===== config.mk =====
export PLATFORM = sky130hd
export DESIGN_NAME = fetch_unit
export DESIGN_NICKNAME = d
export VERILOG_FILES = /design/src/rtl/fetch_unit.sv
export SDC_FILE = /design/constraint.sdc
export NUM_CORES = 1
export LEC_CHECK = 0
export BUFFER_PORTS_ARGS = -buffer_cell sky130_fd_sc_hd__buf_2
export CAP_MARGIN = 20
export CORE_ASPECT_RATIO = 1.25
export CORE_MARGIN = 10
export CORE_UTILIZATION = 55
export CTS_BUF_LIST = sky130_fd_sc_hd__clkbuf_4 sky130_fd_sc_hd__clkbuf_8
export DETAILED_ROUTE_END_ITERATION = 10
export HOLD_SLACK_MARGIN = 0.08
export PLACE_DENSITY_LB_ADDON = 0.2
export SLEW_MARGIN = 0
export SYNTH_ARGS = -nofsm -noshare
export SYNTH_HDL_FRONTEND = slang
export SYNTH_SLANG_ARGS = --single-unit

===== constraint.sdc =====
create_clock -name clk -period 8.7 [get_ports clk]
set_input_delay 1.74 -clock clk [delete_from_list [all_inputs] [get_ports clk]]
set_output_delay 1.74 -clock clk [all_outputs]
set_load 0.05 [all_outputs]

===== src/rtl/fetch_unit.sv =====
// Instruction fetch stage: PC handshake, single-outstanding imem request,
// small decode FIFO, redirect flush with in-flight response squash.
module fetch_unit #(
    parameter logic [31:0] RESET_VECTOR = 32'h0000_0000,
    parameter int          DEPTH        = 2
) (
    input  logic        clk,
    input  logic        reset,
    input  logic [31:0] currentInstruction,
    output logic [31:0] nextInstruction,
    input  logic        redirect,
    input  logic [31:0] redirect_target,
    output logic        imem_req,
    output logic [31:0] imem_addr,
    input  logic        imem_gnt,
    input  logic        imem_rvalid,
    input  logic [31:0] imem_rdata,
    output logic        instr_valid,
    output logic [31:0] instr_data,
    output logic [31:0] instr_pc,
    input  logic        instr_ready
);

    localparam int AW = $clog2(DEPTH);

    typedef enum logic [1:0] {SYNC, REQ, WAIT, HOLD} state_t;

    state_t        state, state_n;
    logic          squash, squash_n;
    logic [31:0]   req_pc;
    logic [31:0]   fifo_data [DEPTH];
    logic [31:0]   fifo_pc   [DEPTH];
    logic [AW-1:0] wptr, rptr;
    logic [AW:0]   count;
    logic          push, pop, grant;
    logic [31:0]   target;

    assign grant  = (state == REQ) && imem_gnt;
    assign pop    = instr_valid && instr_ready;
    assign target = redirect_target & ~32'h3;

    always_comb begin
        state_n  = state;
        squash_n = squash;
        push     = 1'b0;
        unique case (state)
            SYNC: if (currentInstruction == nextInstruction) state_n = REQ;
            REQ:  if (imem_gnt) state_n = WAIT;
            WAIT: if (imem_rvalid) begin
                push     = !squash;
                squash_n = 1'b0;
                if (push && !pop && count == (AW+1)'(DEPTH - 1))
                    state_n = HOLD;
                else
                    state_n = SYNC;
            end
            HOLD: if (pop) state_n = SYNC;
        endcase
        // A response landing with the redirect retires the only outstanding request
        if (redirect) begin
            push = 1'b0;
            if ((state == WAIT && !imem_rvalid) || grant) begin
                squash_n = 1'b1;
                state_n  = WAIT;
            end else begin
                squash_n = 1'b0;
                state_n  = SYNC;
            end
        end
    end

    always_ff @(posedge clk) begin
        if (reset) begin
            state           <= SYNC;
            squash          <= 1'b0;
            nextInstruction <= RESET_VECTOR;
            req_pc          <= '0;
            wptr            <= '0;
            rptr            <= '0;
            count           <= '0;
        end else begin
            state  <= state_n;
            squash <= squash_n;
            if (grant) req_pc <= currentInstruction;
            if (redirect)
                nextInstruction <= target;
            else if (grant)
                nextInstruction <= currentInstruction + 32'd4;
            if (redirect) begin
                wptr  <= '0;
                rptr  <= '0;
                count <= '0;
            end else begin
                if (push) wptr <= wptr + AW'(1);
                if (pop)  rptr <= rptr + AW'(1);
                count <= count + {{AW{1'b0}}, push} - {{AW{1'b0}}, pop};
            end
        end
    end

    always_ff @(posedge clk) begin
        if (push && !reset) begin
            fifo_data[wptr] <= imem_rdata;
            fifo_pc[wptr]   <= req_pc;
        end
    end

    assign imem_req    = (state == REQ);
    assign imem_addr   = imem_req ? currentInstruction : '0;
    assign instr_valid = (count != '0);
    assign instr_data  = instr_valid ? fifo_data[rptr] : '0;
    assign instr_pc    = instr_valid ? fifo_pc[rptr] : '0;

endmodule

==> results.md, run 1 <==
- Slew Viols, Final: 0
- CTS tree: yes
- Initial antenna violation count: 2
- Worst Hold Class: reg2reg
- Clk pwr share: 33.2%
- Drt via density: 5.40
- DP HPWL: approximately 16 mm
- Worst Tran Pin Value: 1120 ps
- Most frequent cells in the layout: buf_2, edfxtp_1, nor2_1
- Clock Tree Buf Depth: 2
- Crit path capture type: primary output
- Max Cap Viol: 0
- Syn-to-layout area delta: 18.8%
- Number of global-route vias before repair: 6637
- Worst VDD drop: 0.0000773 V
- Cell count after synthesis: between 800 and 900
- First-pass GRT wire length: 35.5 mm
- Met2 WL post-DR: 11.1 mm
- Largest net degree at the start of global routing: 69
- Dpl ws: 4370 ps
- Layout net count: 1135
- Commonest non-fill, non-tap cell in the layout: buf_2
- Setup CP Type: in2out
- Post-cts sizing count: 0
- Peak Freq: between 200 and 250 MHz
- Clk_lat worst skew: 460 ps
- Diodes inserted: 0
- Synth Area in XOR/XNOR: 5.22%
- DRT iter0 DRCs: 526
- Crit share post-route: between 50 and 60%
- Clock slew seen by the registers of the worst setup and hold paths: roughly 90 ps
- Die ar.: 21700 um2
- Crit Path Max Fanout: 6
- Post-CTS Hold Fix Bufs: 0
- Synth area leader: edfxtp_1
- Uppermost layer routed: met5
- Routed WL per cell: 18.2 um
- Synth Area in Simple Gates: 17.1%
- Clock sinks: 200
- Starting Density: 56.6%
- Synth cell types: 47
- Synth warnings: 0
- Die W: 134 um
- Multi-input gate area: 3370 um2
- Overall Global Routing Usage: 20.5%
- Final hold vios: 0
- Status: finished, final reports clean
- Setup TNS: 0 ps
- Part of the power in registers: between 50 and 60%
- Post-synthesis register bit count: 200
- Leakage: 3.91 nW
- DRC Markers: 0
- Setup bufs post-CTS: 0
- Post-synthesis adder-cell area fraction: less than 1%
- Synth area leaders: edfxtp_1, dfxtp_1, mux2i_1, nor2_1, nand2_1
- Combinational power share: 7.7%
- Synth top area share: between 40% and 50%
- Compound-gate portion of the synthesized area: 7.27%
- P_int: around 1.3 mW
- Mean post-synth cell area: 10.6 um2
- PortBufs: 229
- Vias: 6772
- Met1 Wirelength: between 9 and 10 mm
- Layout cells sized above 1: 26.8%
- Post-route ant nets: 0
- Final clock skew: ~11 ps
- FILL cells: around 1300
- # setup viols final: 0
- GPL Wtd Cong: 0.897
- Synth Cell Area: 8890 um2
- Power Total: 1.72 mW
- Largest family of logic cells by synthesized area: simple AND/OR/NAND/NOR gates
- Rel. slew slack: 25.3%
- Sw frac: between 20% and 30%
- FF+latch area: 5290 um2
- Cell Rows: 51
- Gr ovfl total: 0
- Portion of netlist area occupied by mux cells: ~7.5%
- Met3 WL: roughly 2.0 mm
- Final WS setup: ~4300 ps
- Hold_ws: 455 ps
- CTS Buf Count: 17
- CORE AREA: about 16000 um2
- Drt total wl: 22.9 mm
- Minimum clock period: between 4000 and 5000 ps
- Crit start category: primary input
- Post-Syn Nets: ~940
- H-tree depth: 4
- Vert. Die Dim: 162 um
- Fin util: 67.3%
- IO Pins: 232
- Critical Path AT: 2630 ps
- Root buffer cell: clkbuf_8
- RSZ-0062 raised after global routing: no
- Critical Path RT: 6960 ps
- Net Sw Power: 0.401 mW
- Sequential fraction of the synthesis area: 59.4%
- First-pass detailed-route iteration total: 5
- PD cells: 163 nW/um2
synthesized netlist by cell type, drive strengths merged:
| cell type | count |
|---|---|
| nor4bb | 1 |
| nand2 | 109 |
| a31oi | 3 |
| o32ai | 2 |
| o41ai | 1 |
| nor3 | 12 |
| buf | 23 |
| a21o | 2 |
| a41oi | 1 |
| xor2 | 12 |
| a211o | 3 |
| clkinv | 1 |
| mux2i | 67 |
| edfxtp | 128 |
| o22ai | 9 |
| nor4 | 8 |
| o21a | 2 |
| clkbuf | 40 |
| o31a | 2 |
| o21ai | 14 |
| xnor2 | 41 |
| nand2b | 1 |
| nor3b | 6 |
| and4 | 2 |
| inv | 5 |
| and3 | 5 |
| o31ai | 1 |
| a211oi | 1 |
| nand3b | 2 |
| or4b | 1 |
| nand4 | 16 |
| nand3 | 15 |
| or2 | 2 |
| a221oi | 4 |
| and2 | 34 |
| dfxtp | 72 |
| or4 | 3 |
| a22oi | 1 |
| ha | 3 |
| a21oi | 67 |
| nor2 | 114 |
metal layers:
metal / up-vias / global-route usage (%)
li1: 3320 / -
met1: 3114 / 24.5
met2: 299 / 33.5
met3: 37 / 6.60
met4: 2 / 8.08
met5: - / 0
worst max-delay path, stage by stage:
cell and delay [ps]:
buf_2 120, clkinv_1 170, nor3_1 280, buf_2 320
sequential cells by signal (all words and copies together) (netlist names), named ones only:
signal and cells:
rptr 1, fifo_pc 64, state 2, squash 1
wptr 1, nextInstruction 32, fifo_data 64, req_pc 32
count 2
power by group through the flow:
stage	logic, mW	clock network (mW)	registers [mW]
finish	0.133	0.570	1.02
global placement	0.130	0	1.04
detailed placement	0.132	0	1.04
global route	0.143	0.621	1.02
floorplan	0.0535	0	1.06
CTS	0.132	0.583	1.02
metrics by stage:
stage	instances	area, um2
floorplan	836	8890
global placement	1222	10200
detailed placement	1222	10200
CTS	1254	10500
global route	1255	10600
finish	1255	10600
layout make-up:
cell class                      instances  share of cell area, %
Tap cell                              212                   2.51
Clock buffer                           20                   2.43
Inverter                                6                  0.213
Sequential cell                       200                   50.1
Clock inverter                         12                   1.20
Timing Repair Buffer                  238                   11.6
Multi-Input combinational cell        567                   32.0
logic make-up after synthesis:
| group | Yosys count |
|---|---|
| AO/OA/AOI/OAI | 113 |
| XOR/XNOR | 53 |
| adder cells (fa/ha/maj) | 3 |
| buffers and inverters | 69 |
| flip-flops | 200 |
| multiplexers | 67 |
| AND/OR/NAND/NOR | 331 |
final timing paths:
| check | slack, ps | depth (start not counted) | endpoint | start |
|---|---|---|---|---|
| setup / recovery | 4330 | 4 | imem_addr[13] | currentInstruction[13] |
| hold / removal | 460 | 0 | fifo_pc[0][2]$_DFFE_PP_ | req_pc[2]$_SDFFE_PP0P_ |
| setup reg to reg | 6060 | 6 | nextInstruction[30]$_SDFFE_PP0P_ | state[1]$_SDFFE_PP0P_ |
| hold reg to reg | 460 | 0 | fifo_pc[0][2]$_DFFE_PP_ | req_pc[2]$_SDFFE_PP0P_ |
Note: power is estimated with default switching activity, not from simulation.
==> run 2: changes to the inputs <==
--- a/config.mk
+++ b/config.mk
@@ -9,7 +9,7 @@
 export CAP_MARGIN = 20
 export CORE_ASPECT_RATIO = 1.25
 export CORE_MARGIN = 10
-export CORE_UTILIZATION = 55
+export CORE_UTILIZATION = 50
 export CTS_BUF_LIST = sky130_fd_sc_hd__clkbuf_4 sky130_fd_sc_hd__clkbuf_8
 export DETAILED_ROUTE_END_ITERATION = 10
 export HOLD_SLACK_MARGIN = 0.08
==> constraint.sdc (replaced) <==
create_clock -name clk -period 3.52 [get_ports clk]
set_input_delay 0.704 -clock clk [delete_from_list [all_inputs] [get_ports clk]]
set_output_delay 0.704 -clock clk [all_outputs]
set_load 0.05 [all_outputs]
==> results.md, run 2 (synthesized netlist as in run 1, its figures left out) <==
- RSZ-0062 raised after global routing: no
- Placed cell areas: 10300 um2
- Worst Tran Pin Value: about 840 ps
- Starting Density: ~51%
- Setup TNS: 0 ps
- Cell Rows: between 50 and 60
- Gr ovfl total: 0
- DRC Markers: 0
- Clock slew seen by the registers of the worst setup and hold paths: 100 ps
- R2r setup slk: 1300 ps
- Crit share post-route: 82.6%
- First-pass GRT wire length: 36.2 mm
- Met2 WL post-DR: 11.4 mm
- Setup CP Type: reg2out
- Routed WL per cell: 18.5 um
- Rel. slew slack: 43.6%
- First-pass detailed-route iteration total: 5
- Post-cts sizing count: 0
- Crit path capture type: primary output
- Syn-to-layout area delta: 20.0%
- Largest net degree at the start of global routing: 65
- Critical Path RT: 2820 ps
- CTS Buf Count: 17
- Crit Path Max Fanout: 19
- H-tree depth: 4
- Power Total: around 4.3 mW
- Crit start category: register
- Minimum clock period: just under 3000 ps
- IO Pins: 232
- Commonest non-fill, non-tap cell in the layout: buf_2
- Met1 Wirelength: 10.0 mm
- Setup bufs post-CTS: 0
- Final hold vios: 0
- Die ar.: 23600 um2
- DRT iter0 DRCs: 471
- Worst Hold Class: in2reg
- Max Cap Viol: 0
- Vias: 6684
- Peak Freq: 344 MHz
- Clock Tree Buf Depth: 2
- Initial antenna violation count: 1
- Crit-path slowest cell: dfxtp_1
- Biggest regs: fifo_data: 64 flops, fifo_pc: 64 flops
- Vert. Die Dim: 169 um
- Final clock skew: 15.3 ps
- Crit path cell chain: inv_1 > nor2_2 > buf_4 > and2_1 > buf_2
- Final instance area: approximately 11000 um2
- Worst VDD drop: 0.000187 V
- Drt total wl: 23.6 mm
- Slew Viols, Final: 0
- Post-CTS Hold Fix Bufs: 0
- Post-route ant nets: 0
- PD cells: 403 nW/um2
- Number of global-route vias before repair: roughly 6700
- Die W: roughly 140 um
- Met3 WL: 1.70 mm
- Leakage: 3.96 nW
- Overall Global Routing Usage: 19.1%
- Drt via density: 5.25
- Uppermost layer routed: met4
- Layout cells sized above 1: 27.3%
- GPL Wtd Cong: 0.893
- Clock sinks: 200
- # setup viols final: 0
- Layout net count: between 1000 and 1500
- Status: finished, final reports clean
- Critical Path AT: 2200 ps
- Crit-path max cell delay: approximately 450 ps
- Root buffer cell: clkbuf_8
- Most frequent cells in the layout: buf_2, edfxtp_1, nor2_1
- CORE AREA: about 17000 um2
- CTS tree: yes
- DP HPWL: ~17 mm
- PortBufs: 229
- Clk_lat worst skew: 460 ps
[run 2: worst max-delay path: cells and delay by family, from the launching register on]
family,cells,cell delay [ps]
buffers and inverters,3,740
AND/OR/NAND/NOR,2,550
flip-flops,1,450
[run 2: path summary, 6_finish.rpt]
path,start,end,cells after the start
max,state[0]$_SDFFE_PP0P_,imem_addr[21],5
min reg2reg,req_pc[3]$_SDFFE_PP0P_,fifo_pc[0][3]$_DFFE_PP_,0
max reg2reg,count[1]$_SDFF_PP0_,count[1]$_SDFF_PP0_,9
min,imem_rdata[7],fifo_data[1][7]$_DFFE_PP_,1
[run 2: through the flow]
step / hold slack [ps] / cells / utilization [%] / setup WS (ps)
after detailed placement: 438 / 1240 / 58.7 / 690
final: 428 / 1274 / 61.0 / 612
after global routing: 400 / 1272 / 61.0 / 456
after CTS: 398 / 1272 / 61.0 / 587
after global placement: 432 / 1240 / 58.7 / 713
after floorplan: 425 / 836 / - / 226
[run 2: layout make-up]
cell class | count | area, um2
Fill cell | 1549 | 6830
Sequential cell | 200 | 5290
Multi-Input combinational cell | 567 | 3380
Timing Repair Buffer | 243 | 1300
Tap cell | 224 | 280
Clock buffer | 19 | 249
Clock inverter | 13 | 145
Inverter | 6 | 22.5
Antenna cell | 2 | 5.00
[run 2: power breakdown]
group,total (mW),internal [mW],switching [mW]
registers,2.51,2.49,0.0187
clock network,1.46,0.656,0.804
logic,0.329,0.113,0.216
[run 2: layer usage]
layer  track usage [%]  vias to the layer above
li1                  -                     3325
met1              23.3                     3091
met2              31.5                      239
met3              5.99                       29
met4              6.36                        0
met5                 0                        -
